--- config.mk ---
export PLATFORM = sky130hd
export DESIGN_NAME = jam_rotator
export DESIGN_NICKNAME = d
export VERILOG_FILES = /design/src/rtl/jam_rotator.sv
export SDC_FILE = /design/constraint.sdc
export NUM_CORES = 1
export LEC_CHECK = 0
export CAP_MARGIN = 5
export CORE_UTILIZATION = 55
export DETAILED_ROUTE_END_ITERATION = 10
export MAX_ROUTING_LAYER = met4
export PLACE_DENSITY = 0.93
export RECOVER_POWER = 50
export SLEW_MARGIN = 40
export SYNTH_ARGS = -nofsm -noshare
export SYNTH_HDL_FRONTEND = slang
export SYNTH_SLANG_ARGS = --single-unit
export TNS_END_PERCENT = 10
--- constraint.sdc ---
create_clock -name clk -period 4.8 [get_ports clk]
set_input_delay 0.96 -clock clk [delete_from_list [all_inputs] [get_ports clk]]
set_output_delay 0.96 -clock clk [all_outputs]
set_load 0.02 [all_outputs]
--- src/rtl/jam_rotator.sv ---
// Jam-mode light sequencer: enables the jam counter and rotates green
// round-robin among jammed roads, inserting a yellow interval per handover.
module jam_rotator #(
    parameter int NUM_ROADS     = 4,
    parameter int YELLOW_CYCLES = 3
) (
    input  logic                         clk,
    input  logic                         rst_n,
    input  logic [NUM_ROADS-1:0]         i_jam_flags,
    input  logic                         i_jam_start,
    input  logic                         i_jam_rotation,
    output logic                         o_jam_counter_en,
    output logic [NUM_ROADS-1:0]         o_green,
    output logic [NUM_ROADS-1:0]         o_yellow,
    output logic [$clog2(NUM_ROADS)-1:0] o_jam_road,
    output logic                         o_jam_active
);

    localparam int RW = $clog2(NUM_ROADS);
    localparam int CW = $clog2(YELLOW_CYCLES + 1);

    localparam logic [1:0] S_IDLE       = 2'd0;
    localparam logic [1:0] S_WAIT_START = 2'd1;
    localparam logic [1:0] S_GREEN      = 2'd2;
    localparam logic [1:0] S_YELLOW     = 2'd3;

    localparam logic [RW-1:0]        PTR_RST  = RW'(NUM_ROADS - 1);
    localparam logic [CW-1:0]        CNT_LOAD = CW'(YELLOW_CYCLES);
    localparam logic [CW-1:0]        CNT_ONE  = CW'(1);
    localparam logic [NUM_ROADS-1:0] LIGHTS_OFF = {NUM_ROADS{1'b0}};

    // Round-robin search from ptr+1, wrapping; the current road comes last.
    // Iterating from the farthest offset down lets the nearest hit win.
    function automatic logic [RW:0] f_select(input logic [NUM_ROADS-1:0] flags,
                                             input logic [RW-1:0]        ptr);
        logic [RW:0]   res;
        logic [RW-1:0] idx;
        int            p;
        res = {(RW+1){1'b0}};
        for (int k = NUM_ROADS; k >= 1; k--) begin
            p = int'(ptr) + k;
            if (p >= NUM_ROADS) begin
                p = p - NUM_ROADS;
            end
            idx = RW'(p);
            if (flags[idx]) begin
                res = {1'b1, idx};
            end
        end
        return res;
    endfunction

    function automatic logic [NUM_ROADS-1:0] f_onehot(input logic [RW-1:0] idx);
        logic [NUM_ROADS-1:0] v;
        v = LIGHTS_OFF;
        v[idx] = 1'b1;
        return v;
    endfunction

    logic [1:0]           r_state;
    logic [RW-1:0]        r_ptr;
    logic [CW-1:0]        r_cnt;
    logic [NUM_ROADS-1:0] r_green;
    logic [NUM_ROADS-1:0] r_yellow;
    logic [RW-1:0]        r_road;
    logic                 r_en;
    logic                 r_active;

    logic [1:0]           w_state_n;
    logic [RW-1:0]        w_ptr_n;
    logic [CW-1:0]        w_cnt_n;
    logic [NUM_ROADS-1:0] w_green_n;
    logic [NUM_ROADS-1:0] w_yellow_n;
    logic [RW-1:0]        w_road_n;
    logic                 w_en_n;
    logic                 w_active_n;

    logic [RW:0]          w_sel;
    logic                 w_found;
    logic [RW-1:0]        w_idx;
    logic                 w_any_jam;

    assign w_sel     = f_select(i_jam_flags, r_ptr);
    assign w_found   = w_sel[RW];
    assign w_idx     = w_sel[RW-1:0];
    assign w_any_jam = |i_jam_flags;

    // Next-state and next-output decode; every output is computed here and registered below.
    always_comb begin
        w_state_n  = r_state;
        w_ptr_n    = r_ptr;
        w_cnt_n    = r_cnt;
        w_green_n  = r_green;
        w_yellow_n = r_yellow;
        w_road_n   = r_road;
        w_en_n     = r_en;
        w_active_n = r_active;
        case (r_state)
            S_IDLE: begin
                if (w_any_jam) begin
                    w_state_n = S_WAIT_START;
                    w_en_n    = 1'b1;
                end else begin
                    w_state_n  = S_IDLE;
                    w_en_n     = 1'b0;
                    w_green_n  = LIGHTS_OFF;
                    w_yellow_n = LIGHTS_OFF;
                    w_active_n = 1'b0;
                end
            end
            S_WAIT_START: begin
                if (i_jam_start && w_found) begin
                    w_state_n  = S_GREEN;
                    w_green_n  = f_onehot(w_idx);
                    w_yellow_n = LIGHTS_OFF;
                    w_road_n   = w_idx;
                    w_ptr_n    = w_idx;
                    w_active_n = 1'b1;
                    w_en_n     = 1'b1;
                end else if (!w_any_jam) begin
                    w_state_n  = S_IDLE;
                    w_en_n     = 1'b0;
                    w_road_n   = {RW{1'b0}};
                    w_active_n = 1'b0;
                end else begin
                    w_state_n = S_WAIT_START;
                end
            end
            S_GREEN: begin
                // A lone jammed road keeps its green across the rotation.
                if (i_jam_rotation && !(w_found && (w_idx == r_ptr))) begin
                    w_state_n  = S_YELLOW;
                    w_green_n  = LIGHTS_OFF;
                    w_yellow_n = f_onehot(r_road);
                    w_cnt_n    = CNT_LOAD;
                end else begin
                    w_state_n = S_GREEN;
                end
            end
            S_YELLOW: begin
                if (r_cnt == CNT_ONE) begin
                    w_yellow_n = LIGHTS_OFF;
                    if (w_found) begin
                        w_state_n  = S_GREEN;
                        w_green_n  = f_onehot(w_idx);
                        w_road_n   = w_idx;
                        w_ptr_n    = w_idx;
                        w_active_n = 1'b1;
                        w_en_n     = 1'b1;
                    end else begin
                        w_state_n  = S_IDLE;
                        w_green_n  = LIGHTS_OFF;
                        w_road_n   = {RW{1'b0}};
                        w_active_n = 1'b0;
                        w_en_n     = 1'b0;
                    end
                end else begin
                    w_cnt_n = r_cnt - CNT_ONE;
                end
            end
            default: begin
                w_state_n  = S_IDLE;
                w_green_n  = LIGHTS_OFF;
                w_yellow_n = LIGHTS_OFF;
                w_road_n   = {RW{1'b0}};
                w_active_n = 1'b0;
                w_en_n     = 1'b0;
            end
        endcase
    end

    // State, pointer, yellow counter and output registers.
    always_ff @(posedge clk or negedge rst_n) begin
        if (!rst_n) begin
            r_state  <= S_IDLE;
            r_ptr    <= PTR_RST;
            r_cnt    <= {CW{1'b0}};
            r_green  <= LIGHTS_OFF;
            r_yellow <= LIGHTS_OFF;
            r_road   <= {RW{1'b0}};
            r_en     <= 1'b0;
            r_active <= 1'b0;
        end else begin
            r_state  <= w_state_n;
            r_ptr    <= w_ptr_n;
            r_cnt    <= w_cnt_n;
            r_green  <= w_green_n;
            r_yellow <= w_yellow_n;
            r_road   <= w_road_n;
            r_en     <= w_en_n;
            r_active <= w_active_n;
        end
    end

    assign o_jam_counter_en = r_en;
    assign o_green          = r_green;
    assign o_yellow         = r_yellow;
    assign o_jam_road       = r_road;
    assign o_jam_active     = r_active;

endmodule

# Word level (Yosys, flattened, before mapping)
# Index checks and enable logic that the tools add are counted.
# classes
addsub	9
multipliers	0
n_div	0
order_cmp	12
n_eq_ne	12
shifts	0
mux	57
bitwise	0
n_reduce_logical	17
# op_table
op	n
$mux 2	16
$mux 4	8
$pmux 4 s4	2
$lt 2x3->1 const B	6
$mux 1	15
$mux 3	4
$ne 2x2->1 const B	6
$pmux 2 s2	3
$sub 2x1->2 const B	5
$ge 3x3->1 const B	3
$reduce_and 3->1	3
$bmux 1 s2	4
$pmux 2 s4	1
$reduce_and 4->1	2
$add 2x2->3 const B	2
$pmux 1 s3	2
$logic_and 1x1->1	5
$add 2x3->4 const B	1
$demux 1 s2	2
$eq 2x1->1 const B	2
$eq 2x2->1 const B	2
$ge 2x1->1 const B	2
$ge 4x3->1 const B	1
$reduce_bool 2->1	2
other kinds (8)	8
# word_totals
ff_bits	18
latchBits	0
ram_bits	0
rom_bits	0
inputBits	8
out_inout_bits	12
wordCells	115
n_memories	0

# Depth between registers and ports, before layout
# Gate-level depths: netlist of the first run.
# logic_depth
depth_word	16
mapped_depth	7
mapped_depth_nobuf	7

# Worst setup path after synthesis of the first run
# OpenSTA, ideal clock, no wires.
# synth_timing
path_kind	input -> register
start	input i_jam_flags[3]
end	register r_green[0] (netlist: o_green[0])
setup_ps	125
arrival_ps	2397
required_time_ps	4675
path_slack_ps	2278
stages	7
n_path_buf	2
cell_sequence	buf_6 > or4_4 > buf_6 > nor2_8 > o32ai_4 > nor2_8 > mux2_4
# synth_via
elab_chain_len	13
elab_cells_between_ends	31
classes_between	order compare: 2; eq/ne: 4; mux: 18; reduce/logical: 7
# synth_lines
element	line	source
start: declaration	9	input logic [NUM_ROADS-1:0] i_jam_flags,
$bmux 1 s2	46	if (flags[idx]) begin
$mux 1 (not written as such)	46	
$mux 3 (4 in series)	46	
$lt 2x3->1 (not written as such) / $ge 2x1->1 (equally long branches)	56	v[idx] = 1'b1;
$logic_and 1x1->1 (not written as such)	56	
$mux 1 (not written as such)	56	
$demux 1 s2	56	
$mux 4	143	if (w_found) begin
$mux 4	141	if (r_cnt == CNT_ONE) begin
$pmux 4 s4	98	case (r_state)
end signal: assignment	187	r_green <= w_green_n;
end: declaration	63	logic [NUM_ROADS-1:0] r_green;
# Several ways; a longest one is shown, not always the timed one. The select of a mux whose other input is x is not followed.
# A chain may end at the register's enable or synchronous reset.

# Final worst setup path of the first run
# layout_timing
start	input i_jam_flags[1]
end	register r_yellow[3] (netlist: o_yellow[3])
# layout_via
elab_chain_len	12
elab_cells_between_ends	22
classes_between	eq/ne: 4; mux: 12; reduce/logical: 6
# layout_lines
element	line	source
$bmux 1 s2	46	
$mux 1 (not written as such)	46	
$mux 3 (4 in series)	46	
$eq 2x2->1	131	if (i_jam_rotation && !(w_found && (w_idx == r_ptr))) begin
$logic_and 1x1->1	131	
$logic_not 1->1	131	
$logic_and 1x1->1	131	
$ne 2x2->1 (no line)	-	
$reduce_and 4->1 (no line) (*)	-	
end signal: assignment	188	r_yellow <= w_yellow_n;
end: declaration	64	logic [NUM_ROADS-1:0] r_yellow;
# Mark *: on every way between the ends. The rest lies on a longest branch, timed or not. The select of a mux whose other input is x is not followed.

==> reports/metrics.cfg, run 1 <==
[run_status]
status=completed

[placed_design]
port_buffers=19
hpwl_mm=1.61
place_area_sq_mm=0.00133
gp_congestion=0.804

[clocking]
insertion_delay_ns=0.30
cts_root_buffer=clkbuf_4
cts_tree=done
postCtsSetupBuffers=0
cts.sinks=18
cts_hold_buffers=0
cts-buffers-inserted=3
cts_buffer_depth=2
htreeDepth=1
clk_pin_slew_ns=0.11
post_cts_resized=0

[critical_path]
reg2regPathDepth=5
crit_path_start=i_jam_flags[1]
reg2reg_setup_slack_ns=2.79
cp_slowest_cell=nor4_1
r2r_start=r_ptr[1]$_DFFE_PN1P_
path_max_fanout=11
required_ns=4.99
arrival_ns=3.32
path_cells=dlygate4sd3_1 -> nor4_1 -> nor3_1 -> o32ai_4 -> nor2_8 -> mux2_4
crit_path_end_kind=flip-flop
critical_path_class=primary input to flip-flop
crit_end=o_yellow[3]$_DFFE_PN0P_
slowest_delay_ns=0.73
start_kind=primary input
r2r-end=o_green[1]$_DFFE_PN0P_

[global_route]
grtUsageMet2=0.356
grt_antenna_before_repair=0
grtUsageMet1=0.259
grt_pass1_wl_mm=3.36
grt_usage=0.221
grt-ovfl-total=0
grt-busiest-layer=met2
use_met3=0.0453
grt_max_degree=19
grt_pass1_vias=790

[logic_synthesis]
synth_top_area_cell=dfrtp_1
synth_seq_cells=18
syn-num-nets=123
synth_area_sq_mm=0.00114
ys_types=38
synth_top_area_frac=0.350
synthCells=114
yosysWarnings=0
synth_area_leaders=dfrtp_1, mux2_4, dfstp_2
async_flop_share=1.00
avgSynthCellArea_sq_um=10.0
synth_seq_area_share=0.396
synth-edff-count=0
synthFlopType=dfrtp_1

[run]
drv_cap=0

[cells_and_area]
postLayoutCellArea_sq_mm=0.00134
final_common_cell=dfrtp_1
final_cell_mix=dfrtp_1, nand2_1, clkdlybuf4s50_1
synthToLayoutAreaGrowth_pct=17.4
nets=141
n_antenna_cell=0
regArea_sq_um=453
multiInputGateArea_sq_um=618
fillers=145
drive_gt1_frac=0.145

[power]
p_int_uw=473
p_per_area_mw_per_mm2=593
p_seq_frac=0.362
p_total_uw=797
clkPwrFrac=0.120
irDropWorstVdd_mv=0.271
comb_power_share=0.518
p_leak_nw=0.593
power.share.switching=0.406
p_switching_uw=323

[floorplan]
die_x_microns=47.6
die-area_sq_mm=0.00227
core_sq_mm=0.00196
num_rows=16
initial_core_util=0.584
die_h_microns=47.6
io_pins=20

[timing]
setup_viol=0
period_minus_slack_ns=3.12
finalCritPeriodShare=0.651
maxSlewViolCount=0
finClkSkew_ns=0.00168
worst-slew-pin-transition_ns=0.948
hold_viol=0
fmax_ghz=0.320
rsz0062_at_grt=false
max_slew_margin=0.368
hold_ws_ns=0.521
fin_tns_setup_ns=0

[routing]
ant_nets=0
wl_per_cell_microns=13.5
dr.pass1.iters=4
drt-total-wl_mm=2.14
viasPerCell=5.74
drt_iter0_drc=10
dr_total_vias=907
drc_errors=0

[worst_hold_path]
min_from=o_yellow[2]$_DFFE_PN0P_
min-delay-path-class=flip-flop to flip-flop

worst max-delay path, delay by kind of cell:
family / cells / cell delay [ns]
buffers and inverters: 1 / 0.67
multiplexers: 1 / 0.31
AND/OR/NAND/NOR: 3 / 1.00
AO/OA/AOI/OAI: 1 / 0.38
worst min-delay path by stage:
stage          slack, ns                      end  depth (start not counted)
6_report            0.52  o_yellow[2]$_DFFE_PN0P_                          1
5_1_grt             0.55   o_green[0]$_DFFE_PN0P_                          1
4_1_cts             0.53  o_yellow[2]$_DFFE_PN0P_                          1
3_5_place_dp        0.50   o_green[0]$_DFFE_PN0P_                          1
3_3_place_gp        0.50  o_yellow[2]$_DFFE_PN0P_                          1
2_1_floorplan       0.53     r_cnt[1]$_DFFE_PN0P_                          1
power by group through the flow:
| stage | clock network (mW) | registers (mW) | logic, mW |
|---|---|---|---|
| 3_3_place_gp | 0 | 0.287 | 0.403 |
| 6_report | 0.0956 | 0.288 | 0.413 |
| 3_5_place_dp | 0 | 0.291 | 0.418 |
| 2_1_floorplan | 0 | 0.307 | 0.274 |
| 4_1_cts | 0.0978 | 0.288 | 0.419 |
| 5_1_grt | 0.105 | 0.298 | 0.450 |
final cells by class:
class,instances,share of cell area
Multi-Input combinational cell,85,0.460
Sequential cell,18,0.337
Timing Repair Buffer,19,0.137
Inverter,5,0.0140
Clock buffer,4,0.0270
Tap cell,27,0.0251
cells in the mapped netlist (2+ instances only):
cell type / instances
nand3_1: 4
dfstp_2: 2
clkbuf_1: 2
buf_2: 2
dfrtp_1: 16
buf_6: 2
nand2b_1: 3
a21o_1: 2
nand2_1: 14
a2bb2oi_1: 2
nor2_8: 2
mux2_4: 7
nor3_1: 5
o21ai_1: 5
a21oi_1: 6
mux2i_1: 3
a31oi_1: 2
nor2_1: 8
inv_1: 4
nor3b_1: 5
logic make-up after synthesis:
kind of cell | synth area share
buf+inv | 0.0514
flops | 0.396
simple gates | 0.266
compound gates | 0.158
mux | 0.118
fa+ha+maj | 0.0109
registers in the layout (all words and copies together) (netlist names):
name              cells
o_green               4
o_jam_active          1
o_jam_counter_en      1
o_jam_road            2
o_yellow              4
r_cnt                 2
r_ptr                 2
r_state               2
stage by stage:
step	utilization	std cells	setup slack, ns
after floorplan	-	114	2.28
after global placement	0.677	154	1.77
after detailed placement	0.677	154	1.71
after CTS	0.696	158	2.05
after global routing	0.685	158	1.60
final	0.685	158	1.68
per-layer routing:
metal  vias to the layer above  part of all wire
li1                        445                 -
met1                       423              0.45
met2                        30              0.48
met3                         9             0.030
met4                         0             0.034
met5                         -                 0
No activity file was read; power rests on OpenSTA's default activity.
==> inputs of run 2 (changes only) <==
--- a/config.mk
+++ b/config.mk
@@ -6,10 +6,10 @@
 export NUM_CORES = 1
 export LEC_CHECK = 0
 export CAP_MARGIN = 5
-export CORE_UTILIZATION = 55
+export CORE_UTILIZATION = 51
 export DETAILED_ROUTE_END_ITERATION = 10
 export MAX_ROUTING_LAYER = met4
-export PLACE_DENSITY = 0.93
+export PLACE_DENSITY = 0.88
 export RECOVER_POWER = 50
 export SLEW_MARGIN = 40
 export SYNTH_ARGS = -nofsm -noshare
==> constraint.sdc (replaced) <==
create_clock -name clk -period 2.92 [get_ports clk]
set_input_delay 0.584 -clock clk [delete_from_list [all_inputs] [get_ports clk]]
set_output_delay 0.584 -clock clk [all_outputs]
set_load 0.02 [all_outputs]
==> run 2 against run 1 <==
  * Power grew 66%
  * Design area increased by 0.84%
  * Critical path depth stayed put
  * Clock skew grew 0.0046 ns
  * First-iteration DRC count rose to 2.5 times the previous value
==> reports/metrics.cfg, run 2 (synthesis gave the netlist of run 1 again) <==
[routing]
drt-total-wl_mm=2.32  ; was 2.14 mm
dr_total_vias=934  ; was 907
wl_per_cell_microns=14.7  ; was 13.5 microns
viasPerCell=5.91  ; was 5.74
ant_nets=0  ; unchanged
dr.pass1.iters=4  ; unchanged
drc_errors=0  ; unchanged
drt_iter0_drc=25  ; was 10

[timing]
max_slew_margin=0.361  ; was 0.368
period_minus_slack_ns=2.57
finalCritPeriodShare=0.881
fin_tns_setup_ns=0  ; unchanged
setup_viol=0  ; unchanged
timing.final.ws_setup_ns=0.346  ; was 1.68 ns
rsz0062_at_grt=false  ; unchanged
worst-slew-pin-transition_ns=0.959  ; was 0.948 ns
maxSlewViolCount=0  ; unchanged
finClkSkew_ns=0.00626  ; was 0.00168 ns
hold_viol=0  ; unchanged
fmax_ghz=0.389

[floorplan]
die-area_sq_mm=0.00244  ; was 0.00227 sq mm
initial_core_util=0.561  ; was 0.584
num_rows=16  ; unchanged
die_h_microns=49.4  ; was 47.6 microns
io_pins=20  ; unchanged
die_x_microns=49.4  ; was 47.6 microns
core_sq_mm=0.00204  ; was 0.00196 sq mm

[cells_and_area]
fillers=173  ; was 145
nets=141  ; unchanged
n_antenna_cell=0  ; unchanged
final_cell_mix=dfrtp_1, nand2_1, clkdlybuf4s50_1  ; unchanged
regArea_sq_um=453  ; unchanged
synthToLayoutAreaGrowth_pct=18.4  ; was 17.4%
final_common_cell=dfrtp_1  ; unchanged
multiInputGateArea_sq_um=629  ; was 618 sq um
drive_gt1_frac=0.145  ; unchanged

[global_route]
grtUsageMet2=0.354  ; was 0.356
grt_pass1_vias=866  ; was 790
grt_pass1_wl_mm=4.00  ; was 3.36 mm
grt-ovfl-total=0  ; unchanged
grt_usage=0.225  ; was 0.221
use_met3=0.0187  ; was 0.0453
grt_antenna_before_repair=0  ; unchanged
grt-busiest-layer=met2  ; unchanged
grt_max_degree=19  ; unchanged
grtUsageMet1=0.279  ; was 0.259

[power]
p_per_area_mw_per_mm2=973  ; was 593 mW/mm^2
p_leak_nw=0.594  ; was 0.593 nW
irDropWorstVdd_mv=0.469  ; was 0.271 mV

[critical_path]
required_ns=3.12  ; was 4.99 ns
cp_common_cell=nor2_8
critical_path_class=primary input to flip-flop  ; unchanged
slowest_delay_ns=0.70  ; was 0.73 ns
path_cells=dlygate4sd3_1 -> or4_1 -> nor2_8 -> o32ai_4 -> nor2_8 -> mux2_4  ; was dlygate4sd3_1 -> nor4_1 -> nor3_1 -> o32ai_4 -> nor2_8 -> mux2_4
cp_slowest_cell=or4_1  ; was nor4_1
arrival_ns=2.77  ; was 3.32 ns
path_max_fanout=11  ; unchanged
start_kind=primary input  ; unchanged
crit_path_end_kind=flip-flop  ; unchanged

[clocking]
clk_pin_slew_ns=0.10  ; was 0.11 ns
cts_hold_buffers=0  ; unchanged
postCtsSetupBuffers=0  ; unchanged
cts.sinks=18  ; unchanged
cts_tree=done  ; unchanged
cts-buffers-inserted=3  ; unchanged
insertion_delay_ns=0.30  ; about the same
post_cts_resized=0  ; unchanged
cts_root_buffer=clkbuf_4  ; unchanged
cts_buffer_depth=2  ; unchanged
htreeDepth=1  ; unchanged

[placed_design]
dp_slack_ns=0.212  ; was 1.71 ns
hpwl_mm=1.74  ; was 1.61 mm
gp_congestion=0.804  ; about the same
port_buffers=19  ; unchanged

[run]
drv_cap=0  ; unchanged

[worst_hold_path]
min-delay-path-class=primary input to asynchronous set/reset pin  ; was flip-flop to flip-flop

[run_status]
status=completed  ; unchanged

-- run 2: cell count changes in the layout (fill, tap and decap cells not counted) --
cell    change
or4_4       -1
or4_1       +1
nor4_1      -1
nor4_4      +1
-- run 2: report_power, final --
part           internal [mW]  switching, mW  leakage (nW)
Clock                 0.0762         0.0796        0.0210
Combinational          0.347          0.338         0.359
Sequential             0.355          0.123         0.214
Total                  0.779          0.540         0.594
-- run 2: stage by stage --
| step | utilization | hold WS, ns | cells | total power, mW | area (sq um) |
|---|---|---|---|---|---|
| global route | 0.664 | 0.484 | 158 | 1.40 | 1360 |
| global placement | 0.651 | 0.499 | 154 | 1.14 | 1330 |
| floorplan | - | 0.288 | 114 | 0.954 | 1140 |
| CTS | 0.669 | 0.529 | 158 | 1.33 | 1370 |
| finish | 0.664 | 0.399 | 158 | 1.32 | 1360 |
| detailed placement | 0.651 | 0.498 | 154 | 1.17 | 1330 |
-- run 2: layer usage --
metal | share of wire | vias up
met5 | 0 | -
met4 | 0.024 | 0
met3 | 0.039 | 5
met2 | 0.51 | 32
met1 | 0.42 | 450
li1 | - | 447
-- run 2: area by class of cell --
class | count | area share
multi-input cells | 85 | 0.464
flip-flops and latches | 18 | 0.334
repair buffers | 19 | 0.136
clock buffers | 4 | 0.0268
well taps | 27 | 0.0249
inverters | 5 | 0.0139
-- run 2: worst paths after layout --
check                                        startpoint                       end  slack [ns]  cells after the start
worst max register to register   r_state[0]$_DFFE_PN0N_   o_yellow[0]$_DFFE_PN0P_        0.93                      5
worst min register to register  o_yellow[3]$_DFFE_PN0P_   o_yellow[3]$_DFFE_PN0P_        0.53                      1
worst max-delay path                     i_jam_flags[1]   o_yellow[0]$_DFFE_PN0P_        0.35                      6
max in group asynchronous                         rst_n  o_jam_active$_DFFE_PN0P_        1.94                      1
worst min-delay path                              rst_n   o_yellow[2]$_DFFE_PN0P_        0.40                      1
min in group clk                o_yellow[3]$_DFFE_PN0P_   o_yellow[3]$_DFFE_PN0P_        0.53                      1
-- run 2: worst max-delay path, delay by kind of cell --
family / cells / cell delay (ns)
buf+inv: 1 / 0.68
compound gates: 1 / 0.10
simple gates: 3 / 1.07
mux: 1 / 0.33
==> inputs of run 3 (changes only) <==
--- a/config.mk
+++ b/config.mk
@@ -8,6 +8,7 @@
 export CAP_MARGIN = 5
 export CORE_UTILIZATION = 51
 export DETAILED_ROUTE_END_ITERATION = 10
+export GPL_TIMING_DRIVEN = 1
 export MAX_ROUTING_LAYER = met4
 export PLACE_DENSITY = 0.88
 export RECOVER_POWER = 50
==> results of run 3 <==
Final layout, timing and power as in run 2 (identical DEF).
